===== src/rtl/instr_pc_issuer.sv =====
// instr_pc_issuer: front-end PC source feeding the instruction page walker.
// Ports: clk, rst_n (async low); start/halt/stall/redirect_vld/redirect_pc
//   from core control; req_valid/req_ready/req_pc/req_epoch to the walker;
//   rsp_done completion pulses; inflight count, running, err_underflow status.
module instr_pc_issuer #(
    parameter int unsigned          PC_W     = 32,
    parameter logic [PC_W-1:0]      RESET_PC = '0,
    parameter int unsigned          PC_INC   = 4,
    parameter int unsigned          MAX_OUT  = 4,
    parameter int unsigned          EPOCH_W  = 2,
    localparam int unsigned         CNT_W    = $clog2(MAX_OUT + 1)
) (
    input  logic                clk,
    input  logic                rst_n,
    input  logic                start,
    input  logic                halt,
    input  logic                stall,
    input  logic                redirect_vld,
    input  logic [PC_W-1:0]     redirect_pc,
    output logic                req_valid,
    input  logic                req_ready,
    output logic [PC_W-1:0]     req_pc,
    output logic [EPOCH_W-1:0]  req_epoch,
    input  logic                rsp_done,
    output logic [CNT_W-1:0]    inflight,
    output logic                running,
    output logic                err_underflow
);

    localparam logic [0:0] ST_IDLE = 1'b0;
    localparam logic [0:0] ST_RUN  = 1'b1;

    logic [0:0]         state;
    logic [0:0]         state_nxt;
    logic               fire;
    logic               dec;
    logic [CNT_W:0]     cnt_sum;
    logic [CNT_W-1:0]   inflight_nxt;
    logic               can_issue;
    logic               valid_nxt;
    logic [PC_W-1:0]    pc_nxt;
    logic [EPOCH_W-1:0] epoch_nxt;
    logic [PC_W-1:0]    pc_inc;
    logic [EPOCH_W-1:0] epoch_inc;

    assign fire      = req_valid & req_ready;
    // A completion with nothing outstanding is an error, never a decrement.
    assign dec       = rsp_done & (inflight != '0);
    assign pc_inc    = req_pc + PC_W'(PC_INC);
    assign epoch_inc = req_epoch + EPOCH_W'(1);
    assign running   = (state == ST_RUN);

    // One extra bit so the credit compare sees the true post-update count.
    assign cnt_sum = {1'b0, inflight}
                   + (CNT_W+1)'(fire)
                   - (CNT_W+1)'(dec);
    assign inflight_nxt = cnt_sum[CNT_W-1:0];

    always_comb begin
        state_nxt = state;
        if (halt)
            state_nxt = ST_IDLE;
        else if (start && state == ST_IDLE)
            state_nxt = ST_RUN;
    end

    assign can_issue = (state_nxt == ST_RUN)
                     && !stall
                     && (cnt_sum < (CNT_W+1)'(MAX_OUT));

    always_comb begin
        valid_nxt = req_valid;
        pc_nxt    = req_pc;
        epoch_nxt = req_epoch;
        if (halt) begin
            valid_nxt = 1'b0;
            if (redirect_vld) begin
                pc_nxt    = redirect_pc;
                epoch_nxt = epoch_inc;
            end else if (fire) begin
                pc_nxt = pc_inc;
            end
        end else if (redirect_vld) begin
            // A held, un-fired request is dropped in favour of the target.
            pc_nxt    = redirect_pc;
            epoch_nxt = epoch_inc;
            valid_nxt = can_issue;
        end else if (fire) begin
            pc_nxt    = pc_inc;
            valid_nxt = can_issue;
        end else if (!req_valid) begin
            valid_nxt = can_issue;
        end
        // Otherwise a pending request holds steady, stall or not.
    end

    always_ff @(posedge clk or negedge rst_n) begin
        if (!rst_n) begin
            state         <= ST_IDLE;
            req_valid     <= 1'b0;
            req_pc        <= RESET_PC;
            req_epoch     <= '0;
            inflight      <= '0;
            err_underflow <= 1'b0;
        end else begin
            state     <= state_nxt;
            req_valid <= valid_nxt;
            req_pc    <= pc_nxt;
            req_epoch <= epoch_nxt;
            inflight  <= inflight_nxt;
            if (rsp_done && inflight == '0)
                err_underflow <= 1'b1;
        end
    end

endmodule

===== config.mk =====
export PLATFORM = sky130hd
export DESIGN_NAME = instr_pc_issuer
export DESIGN_NICKNAME = d
export VERILOG_FILES = /design/src/rtl/instr_pc_issuer.sv
export SDC_FILE = /design/constraint.sdc
export NUM_CORES = 1
export LEC_CHECK = 0
export BUFFER_PORTS_ARGS = -buffer_cell sky130_fd_sc_hd__buf_2
export CAP_MARGIN = 15
export CORE_UTILIZATION = 47
export DETAILED_ROUTE_END_ITERATION = 6
export PLACE_DENSITY_LB_ADDON = 0.05
export SKIP_CTS_REPAIR_TIMING = 1
export SLEW_MARGIN = 10
export SYNTH_ARGS = -nofsm -noshare
export SYNTH_HDL_FRONTEND = slang
export SYNTH_SLANG_ARGS = --single-unit

===== constraint.sdc =====
create_clock -name clk -period 3.4 [get_ports clk]
set_input_delay 0.51 -clock clk [delete_from_list [all_inputs] [get_ports clk]]
set_output_delay 0.51 -clock clk [all_outputs]
set_load 0.02 [all_outputs]

# Word level (Yosys, flattened, before mapping)
# Index checks and enable logic that the tools add are counted.
word_totals:
  ff_bits: 40
classes:
  n_reduce_logical: 8
  n_lt_le_gt_ge: 1
  n_addsub: 4
  muxes: 8
  n_bitwise: 3
ops:
  columns: ["op", "n"]
  rows:
  - ["two-way mux 32 bit", 2]
  - ["adder 32 x 3 -> 32 bit (second input constant)", 1]
  - ["two-way mux 1 bit", 6]
  - ["adder 3 x 1 -> 4 bit", 1]
  - ["logical AND 1 bit", 4]
  - ["< comparator 4 x 3 -> 1 bit (second input constant)", 1]
  - ["subtractor 4 x 1 -> 4 bit", 1]
  - ["logical NOT 3 bit", 1]
  - ["nonzero test 3 bit", 1]
  - ["adder 2 x 1 -> 2 bit (second input constant)", 1]
  - ["bitwise AND 1 bit", 2]
  - ["nonzero test 2 bit", 1]
  - ["logical NOT 1 bit", 1]
  - ["NOT 1 bit", 1]

# Depth between registers and ports, before layout
# Gate-level depths: netlist (run 1).
logic_depth:
  depth_word: 10
  depth_mapped: 10
  mapped_depth_nobuf: 10

# Least setup slack after synthesis (run 1)
# No wires, ideal clock.
synth_path:
  path_type: "register to register"
  startpoint: "register inflight[1]"
  endpoint: "register req_valid"
  path_buffers: 0
  synth_period_minus_slack_ns: 2.488
  stages_incl_launch_ff: 11
  slack_ns: 0.912
  arrival_ns: 2.405
  path_cell_list: "dfrtp_1 nor3_1 nor2b_1 ha_1 inv_1 ha_1 inv_1 fa_1 xnor2_1 or4_1 o21ai_0"
synth_between:
  elab_chain_len: 9
  elab_cells_between_ends: 10
  classes_between: "2 x add/sub; 1 x order compare; 4 x mux; 1 x bitwise; 2 x reduce/logical"
synth_rtl:
  columns: ["element", "line_no", "rtl"]
  rows:
  - ["from (decl)", "25", "output logic [CNT_W-1:0] inflight,"]
  - ["from (signal assigned)", "110", "inflight <= inflight_nxt;"]
  - ["parallel branches: the longest is 2 deep, another holds adder 3 x 1 -> 4 bit", null, null]
  - ["subtractor 4 x 1 -> 4 bit *", "56", "- (CNT_W+1)'(dec);"]
  - ["named net cnt_sum[2]", "37", "logic [CNT_W:0] cnt_sum;"]
  - ["< comparator 4 x 3 -> 1 bit *", "69", "&& (cnt_sum < (CNT_W+1)'(MAX_OUT));"]
  - ["logical AND 1 bit *", "69", null]
  - ["two-way mux 1 bit", "91", "end else if (!req_valid) begin"]
  - ["two-way mux 1 bit", "88", "end else if (fire) begin"]
  - ["two-way mux 1 bit *", "83", "end else if (redirect_vld) begin"]
  - ["two-way mux 1 bit *", "75", "if (halt) begin"]
  - ["named net valid_nxt", "40", "logic valid_nxt;"]
  - ["to (signal assigned)", "107", "req_valid <= valid_nxt;"]
  - ["to (decl)", "20", "output logic req_valid,"]
# Mark *: on every way through the listed nets, which the timed path passes.
# A chain may end at the register's enable or synchronous reset.

# Final worst setup path (run 1)
# Ends and elaborated chain as after synthesis.

==> results.py, run 1 <==
metrics = {
    "clocking": {
        "cts_made_buffers": 5,
        "clk_latency_ns": 0.28,
        "cts_root_buf": "clkbuf_8",
        "cts_htree_levels": 2,
        "cts_max_path_buffers": 2,
        "clock_sinks": 40,
        "cts_tree": "yes",
        "clk_pin_slew_ns": 0.07,
    },
    "timing": {
        "fin_hold_ws_ns": 0.354,
        "timing.final.crit_period_ns": 2.58,
        "hold_viol": 0,
        "tightest_slew_ns": 0.909,
        "setup_violations": 0,
        "fin_skew_ns": 0.00662,
        "clock.fmax_mhz": 388,
        "rsz0062_at_grt": "false",
        "tns_ns": 0,
        "relSlewSlack": 0.394,
        "drv_slew": 0,
        "setup_ws_ns": 0.819,
        "finalCritPeriodShare": 0.759,
    },
    "route": {
        "vias": 2004,
        "drc_errors": 10,
        "wire_per_inst_um": 13.4,
        "vias_per_cell": 5.45,
        "drt_wl_total_um": 4940,
        "dr.first_iter.drc_count": 78,
        "ant_nets": 0,
        "firstDrtPassIters": 6,
    },
    "logic_synthesis": {
        "synth_top_area_cell": "dfrtp_1",
        "async_reset_ff_frac": 1.00,
        "synth_top_family_by_area": "simple AND/OR/NAND/NOR gates",
        "muxShareOfSynthArea": 0.0146,
        "ys_warn_count": 0,
        "syn_area_sq_um": 2220,
        "synth-seq-cells": 40,
        "syn_inst": 243,
        "synthAdderAreaFrac": 0.0372,
        "synth_compound_area_frac": 0.132,
        "synth-xor-area-share": 0.0670,
        "synth_cell_types": 33,
        "synth_nets": 289,
        "synth_top_cell_area_share": 0.451,
        "synth-simple-area-share": 0.252,
        "synth_area_per_cell_sq_um": 9.14,
        "synth_area_leaders": "dfrtp_1 45%, o21ai_0 5.4%, or4_1 5.1%",
        "synthFlopType": "dfrtp_1",
        "ys_seq_area_frac": 0.451,
        "synth_edf_count": 0,
    },
    "layout": {
        "area_growth_pct": 22.5,
        "num_antenna_cells": 0,
        "fillCellCount": 418,
        "final_cell_count_no_fill": 368,
        "finalCoreUtilization": 0.612,
        "final_area_sq_um": 2720,
        "fin_nets": 362,
        "drive_gt1_frac": 0.294,
        "final_cell_mix": "79 x buf_2, 40 x dfrtp_1, 24 x o21ai_0",
        "final_common_cell": "buf_2",
    },
    "setup_path": {
        "r2r_slack_ns": 0.82,
        "r2r-end": "req_valid",
        "cp_slowest_cell": "or4_1",
        "endpoint": "req_valid",
        "worstPathArrival_ns": 2.79,
        "r2r_cells": 10,
        "path_class": "register to register",
        "worstPathMaxFanout": 5,
        "timing.critical_path.cells": "nor3_1 > nor2b_1 > ha_1 > inv_1 > ha_1 > inv_1 > fa_1 > xnor2_1 > or4_1 > o21ai_0",
        "rr_startpoint": "inflight[1]",
        "cp-end-kind": "register",
        "slowest_delay_ns": 0.46,
        "cp_data_required_time_ns": 3.61,
        "start_kind": "register",
        "crit_start": "inflight[1]",
    },
    "global_routing": {
        "grt_first_pass_wirelength_um": 8200,
        "antenna_found_initial": 0,
        "gr-usage-all-layers": 0.205,
        "overflow": 0,
        "grt_max_degree": 41,
        "grt_pass1_vias": 1787,
    },
    "place": {
        "port_buffers": 79,
        "dp_hpwl_um": 3580,
        "pre_cts_ws_ns": 0.782,
        "dp_cells": 361,
        "postPlaceCellArea_sq_um": 2620,
        "gp_congestion": 0.729,
    },
    "power_and_ir_drop": {
        "powerDensity_nw_per_um2": 529,
        "irDropWorstVdd_mv": 0.266,
        "power_leakage_nw": 1.21,
        "total_power_mw": 1.44,
    },
    "die": {
        "start_util": 0.500,
        "dieWidth_um": 70.7,
        "ios": 80,
        "rows": 24,
        "fp.dieH_um": 70.7,
        "coreArea_sq_um": 4440,
        "die_area_sq_um": 5000,
    },
    "min_path": {
        "hold_class": "input pin to async pin",
    },
    "run_status": {
        "violations": "design-rule violations",
        "status": "finished, violations left",
    },
    "flow_run": {
        "cap_violations": 0,
    },
}
-- synthesized netlist by cell type (all sizes together), types with 3 or more instances --
master and instances:
nor4 3, nor2 20, clkbuf 9, or4 15, nand2 23, xor2 7
dfrtp 40, inv 12, buf 3, nand3 12, and3 3, or3 9
xnor2 10, ha 5, o31ai 7, nand4 10, a31oi 16, o21ai 24
-- where the power goes --
group / total, mW / switching (mW) / internal (mW)
clock: 0.336 / 0.156 / 0.181
sequential: 0.644 / 0.0879 / 0.556
combinational: 0.457 / 0.269 / 0.188
-- worst max-delay path: cells and delay by family, from the launching register on --
family	cells	cell delay, ns
compound gates	1	0.14
xor+xnor	1	0.16
fa+ha+maj	3	0.81
buf+inv	2	0.11
flops	1	0.44
simple gates	3	0.84
-- logic make-up (layout without fill, tap and decap cells) --
logic type | after synthesis | count (layout)
compound gates | 50 | 50
xor+xnor | 17 | 17
fa+ha+maj | 6 | 6
buf+inv | 25 | 98
flops | 40 | 40
mux | 3 | 3
simple gates | 102 | 102
-- sequential cells by signal, summed over array words and instances (netlist names) --
name / flops
inflight: 3
req_epoch: 2
err_underflow: 1
req_valid: 1
req_pc: 32
running: 1
-- area by class of cell --
| class | count | area, sq um | share of cell area |
|---|---|---|---|
| tap | 52 | 65.1 | 0.0239 |
| clock buffer | 7 | 96.3 | 0.0354 |
| sequential | 40 | 1000 | 0.368 |
| multi-input combinational | 178 | 1120 | 0.411 |
| inverter | 12 | 45.0 | 0.0166 |
| timing repair buffer | 79 | 395 | 0.145 |
-- layer usage --
layer / wire (um) / GRT usage / vias to the layer above
met4: 44 / 0.0533 / 0
met1: 2510 / 0.286 / 912
met5: 0 / 0 / -
met3: 251 / 0.0399 / 4
met2: 2130 / 0.329 / 56
li1: - / - / 1032
-- worst min-delay path by stage --
stage                             start             to  slack (ns)  cells past startpoint
after detailed placement  err_underflow  err_underflow        0.44                      1
after global routing               halt        running        0.39                      2
final                             rst_n    inflight[1]        0.35                      1
after CTS                         rst_n     req_pc[26]        0.38                      1
after global placement    err_underflow  err_underflow        0.45                      1
after floorplan                   rst_n  err_underflow        0.21                      0
Note: power is estimated with default switching activity, not from simulation.
==> inputs of run 2 (changes only) <==
clock period = 2.4 ns   (was 3.4 ns; I/O delays follow)
==> run 2 against run 1 <==
  * The flow finishes with violations (design-rule violations, negative setup slack)
  * Die area stayed put
  * Clock power increased by 37%
  * Register-to-register slack got worse by 0.86 ns
  * Routed wire length rose by 1.5%
  * Flip-flop and latch count did not move
  * Non-clock buffer count up 10
  * Via count grew 3.2%
  * Combinational power increased by 68%
  * Critical endpoint unchanged
  * Highest routed layer unchanged
==> results.py, run 2 (synthesized netlist as in run 1, its figures left out) <==
metrics = {
    "clocking": {
        "cts_tree": "yes",
        "cts_made_buffers": 5,
        "cts_max_path_buffers": 2,
        "clk_latency_ns": 0.29,
        "clk_pin_slew_ns": 0.08,
        "clock_sinks": 40,
        "cts_root_buf": "clkbuf_8",
        "cts_htree_levels": 2,
    },
    "setup_path": {
        "start_kind": "register",
        "endpoint": "req_valid",
        "r2r-end": "req_valid",
        "cp-end-kind": "register",
        "worstPathArrival_ns": 2.66,
        "crit_start": "inflight[0]",
        "worstPathMaxFanout": 2,
        "cp_data_required_time_ns": 2.62,
        "path_class": "register to register",
        "r2r_cells": 10,
        "r2r_slack_ns": -0.04,
        "rr_startpoint": "inflight[0]",
    },
    "layout": {
        "fin_nets": 372,
        "final_area_sq_um": 2820,
        "largestRegisters": "req_pc x32, inflight x3, req_epoch x2",
        "largest-register": "req_pc",
        "num_antenna_cells": 0,
        "area_growth_pct": 26.9,
        "finalCoreUtilization": 0.634,
        "largest_reg_flops": 32,
        "final_common_cell": "buf_2",
        "final_cell_mix": "79 x buf_2, 38 x dfrtp_1, 23 x nand2_1, 23 x o21ai_0, 20 x nor2_1",
        "drive_gt1_frac": 0.330,
    },
    "route": {
        "vias": 2068,
        "vias_per_cell": 5.46,
        "firstDrtPassIters": 6,
        "dr.first_iter.drc_count": 99,
        "drc_errors": 12,
        "wire_per_inst_um": 13.2,
        "drt_wl_total_um": 5020,
        "ant_nets": 0,
    },
    "global_routing": {
        "grt_max_degree": 33,
        "gr-usage-all-layers": 0.216,
        "grt_util_met2": 0.319,
        "overflow": 0,
        "grt_first_pass_wirelength_um": 8520,
        "grt-busiest-layer": "met2",
        "use_met1": 0.309,
        "grt_pass1_vias": 1864,
        "met3_usage": 0.0513,
        "antenna_found_initial": 0,
    },
    "timing": {
        "rsz0062_at_grt": "true",
        "timing.final.crit_period_ns": 2.44,
        "drv_slew": 0,
        "setup_violations": 1,
        "tightest_slew_ns": 0.431,
        "setup_ws_ns": -0.0366,
        "fin_skew_ns": 0.00701,
        "finalCritPeriodShare": 1.02,
        "clock.fmax_mhz": 410,
        "hold_viol": 0,
        "relSlewSlack": 0.710,
    },
    "run_status": {
        "status": "finished, violations left",
        "violations": "design-rule violations, negative setup slack",
    },
    "flow_run": {
        "cap_violations": 0,
    },
    "die": {
        "coreArea_sq_um": 4440,
        "die_area_sq_um": 5000,
        "rows": 24,
        "dieWidth_um": 70.7,
        "fp.dieH_um": 70.7,
        "start_util": 0.500,
        "ios": 80,
    },
    "power_and_ir_drop": {
        "irDropWorstVdd_mv": 0.533,
        "power_leakage_nw": 1.26,
        "powerDensity_nw_per_um2": 759,
    },
    "place": {
        "gp_congestion": 0.771,
        "port_buffers": 79,
        "dp_hpwl_um": 3770,
        "pre_cts_ws_ns": -0.0868,
        "postPlaceCellArea_sq_um": 2700,
    },
    "min_path": {
        "hold_class": "input pin to register",
    },
}
==> run 2: changes by cell type in the layout (fill, tap and decap cells not counted), sizes merged <==
| cell | before | now |
|---|---|---|
| buf | 79 | 88 |
| dlygate4sd3 | 0 | 1 |
| clkbuf | 7 | 8 |
==> run 2: power by group <==
group | internal [mW] | switching (mW)
sequential | 0.792 | 0.119
combinational | 0.339 | 0.431
clock | 0.234 | 0.225
==> run 2: metal layers <==
| metal | routed length, um | up-vias | share of wire |
|---|---|---|---|
| met2 | 2150 | 60 | 0.43 |
| li1 | - | 1049 | - |
| met4 | 74 | 0 | 0.015 |
| met5 | 0 | - | 0 |
| met1 | 2510 | 952 | 0.50 |
| met3 | 277 | 7 | 0.055 |
==> run 2: area by class of cell <==
cell class | count | area (sq um)
clock buffer | 8 | 90.1
fill | 400 | 1630
inverter | 12 | 45.0
multi-input combinational | 178 | 1140
sequential | 40 | 1000
tap | 52 | 65.1
timing repair buffer | 89 | 473
==> run 2: worst min-delay path by stage <==
stage / start / endpoint / cells after the start
floorplan: rst_n / err_underflow / 0
global placement: rst_n / inflight[2] / 1
detailed placement: rst_n / err_underflow / 1
CTS: rst_n / req_pc[25] / 1
global route: halt / running / 2
finish: halt / running / 2
==> run 2: metrics by stage <==
stage	power, mW	cells	hold WS, ns	setup TNS (ns)
floorplan	1.36	243	0.0644	0
CTS	2.11	378	-0.0367	-0.0735
global route	2.28	379	0.241	-0.162
global placement	1.62	370	0.283	0
finish	2.14	379	0.241	-0.0366
detailed placement	1.64	370	0.288	-0.0868
==> run 2: critical path, stage by stage (launching register included) <==
cell     delay, ns
dfrtp_2       0.43
nor3_4        0.19
nor2b_1       0.07
ha_1          0.28
inv_1         0.06
ha_2          0.18
inv_2         0.04
fa_2          0.34
xnor2_2       0.15
or4_1         0.48
o21ai_1       0.14
==> inputs of run 3 (changes only) <==
CELL_PAD_IN_SITES_DETAIL_PLACEMENT = 1   (was unset)
CELL_PAD_IN_SITES_GLOBAL_PLACEMENT = 2   (was unset)
CORE_UTILIZATION = 28   (was 47)
==> run 3 against run 2 <==
  * The run ends with negative setup slack left
  * Clock power is 24% higher
  * Setup slack better by 0.0026 ns
  * Via count is 4.1% higher
  * Sequential share of layout area is 0.77 points lower
==> results.py, run 3 (synthesized netlist as in run 1, its figures left out) <==
metrics = {
    "layout": {
        "fin_nets": 371,
        "final_cell_mix": "79 x buf_2, 38 x dfrtp_1, 23 x nand2_1, 23 x o21ai_0, 20 x nor2_1",
        "final_cell_count_no_fill": 428,
        "fillCellCount": 953,
        "multi_input_area_sq_um": 1130,
        "final_area_sq_um": 2880,
        "final_common_cell": "buf_2",
        "drive_gt1_frac": 0.328,
        "area_growth_pct": 29.7,
        "largest_reg_flops": 32,
        "largestRegisters": "req_pc x32, inflight x3, req_epoch x2",
        "num_antenna_cells": 0,
        "seq_area_sq_um": 1000,
        "largest-register": "req_pc",
    },
    "timing": {
        "tightest_slew_ns": 0.967,
        "clock.fmax_mhz": 411,
        "fin_skew_ns": 0.00408,
        "relSlewSlack": 0.355,
        "drv_slew": 0,
        "fin_hold_ws_ns": 0.213,
        "hold_viol": 0,
        "setup_violations": 1,
        "setup_ws_ns": -0.0340,
        "timing.final.crit_period_ns": 2.43,
        "rsz0062_at_grt": "true",
        "finalCritPeriodShare": 1.01,
    },
    "place": {
        "gp_congestion": 0.731,
        "dp_cells": 419,
        "port_buffers": 79,
        "postPlaceCellArea_sq_um": 2750,
        "dp_hpwl_um": 4780,
    },
    "route": {
        "firstDrtPassIters": 4,
        "wire_per_inst_um": 15.1,
        "vias": 2152,
        "vias_per_cell": 5.03,
        "ant_nets": 0,
        "dr.first_iter.drc_count": 64,
        "drc_errors": 0,
        "drt_wl_total_um": 6450,
    },
    "clocking": {
        "cts_tree": "yes",
        "cts_root_buf": "clkbuf_8",
        "cts_htree_levels": 2,
        "clk_pin_slew_ns": 0.09,
        "cts_max_path_buffers": 2,
        "clock_sinks": 40,
        "cts_made_buffers": 5,
        "clk_latency_ns": 0.29,
    },
    "power_and_ir_drop": {
        "comb_power_share": 0.342,
        "powerDensity_nw_per_um2": 784,
        "clkPwrFrac": 0.252,
        "switching_share": 0.365,
        "total_power_mw": 2.26,
        "seqPwrFrac": 0.406,
        "p_int_mw": 1.43,
        "power_leakage_nw": 1.26,
        "p_sw_uw": 825,
        "irDropWorstVdd_mv": 0.417,
    },
    "run_status": {
        "violations": "negative setup slack",
        "status": "finished, violations left",
    },
    "die": {
        "coreArea_sq_um": 7690,
        "ios": 80,
        "rows": 32,
        "fp.dieH_um": 91.1,
        "die_area_sq_um": 8290,
        "dieWidth_um": 91.1,
        "start_util": 0.289,
    },
    "setup_path": {
        "timing.critical_path.cells": "nor3_4 > nor2b_1 > ha_1 > inv_1 > ha_2 > inv_1 > fa_2 > xnor2_1 > or4_1 > o21ai_1",
        "slowest_delay_ns": 0.47,
        "rr_startpoint": "inflight[1]",
        "cp-end-kind": "register",
        "cp_slowest_cell": "or4_1",
        "crit_start": "inflight[1]",
        "worstPathArrival_ns": 2.66,
        "path_class": "register to register",
        "crit_path_frequent_cell": "inv_1",
        "cp_data_required_time_ns": 2.63,
        "worstPathMaxFanout": 2,
        "start_kind": "register",
    },
    "global_routing": {
        "gr-usage-all-layers": 0.162,
        "grt_max_degree": 41,
        "grt_first_pass_wirelength_um": 10700,
        "antenna_found_initial": 0,
        "overflow": 0,
        "grt_pass1_vias": 2192,
    },
    "flow_run": {
        "cap_violations": 0,
    },
    "min_path": {
        "hold_class": "input pin to async pin",
    },
}
-- run 3: cell count changes in the layout (fill, tap and decap cells not counted), sizes merged --
| cell | previous run | this run |
|---|---|---|
| bufinv | 0 | 1 |
| dlygate4sd3 | 1 | 0 |
| clkinv | 0 | 1 |
| clkbuf | 8 | 6 |
-- run 3: worst max-delay path, delay by kind of cell (launching register included) --
kind,cells,cell delay [ns]
fa+ha+maj,3,0.79
simple gates,3,0.74
compound gates,1,0.13
xor+xnor,1,0.16
flops,1,0.43
buf+inv,2,0.12
-- run 3: area by class of cell --
type                       instances  area share
multi-input combinational        178       0.394
clock inverter                     2      0.0122
sequential                        40       0.348
tap                              102      0.0443
clock buffer                       6      0.0252
timing repair buffer              88       0.161
inverter                          12      0.0156
-- run 3: worst paths after layout --
path / to / cells past startpoint / slack [ns]
min: req_pc[20] / 1 / 0.21
max: req_valid / 10 / -0.03
max reg2reg: req_valid / 10 / -0.03
min reg2reg: req_epoch[1] / 1 / 0.47
max in group asynchronous: inflight[0] / 1 / 1.52
min in group clk: running / 2 / 0.25
-- run 3: layer usage --
| layer | track usage | up-vias | share of wire | routed length (um) |
|---|---|---|---|---|
| met3 | 0.0335 | 4 | 0.042 | 273 |
| met2 | 0.281 | 49 | 0.50 | 3220 |
| met4 | 0.0437 | 0 | 0.0087 | 56 |
| met1 | 0.205 | 1050 | 0.45 | 2900 |
| li1 | - | 1049 | - | - |
| met5 | 0 | - | 0 | 0 |
-- run 3: power by group through the flow --
stage / sequential, mW / combinational (mW) / clock [mW]
after floorplan: 1.05 / 0.303 / 0
after global placement: 0.914 / 0.748 / 0
after detailed placement: 0.919 / 0.764 / 0
after CTS: 0.907 / 0.766 / 0.587
after global routing: 0.936 / 0.857 / 0.604
final: 0.917 / 0.772 / 0.570
-- run 3: stage by stage --
| step | setup slack (ns) | utilization | setup TNS [ns] |
|---|---|---|---|
| floorplan | 0.0159 | - | 0 |
| global route | -0.167 | 0.375 | -0.167 |
| global placement | 0.00337 | 0.358 | 0 |
| detailed placement | -0.0626 | 0.358 | -0.0626 |
| finish | -0.0340 | 0.375 | -0.0340 |
| CTS | -0.0878 | 0.372 | -0.0878 |
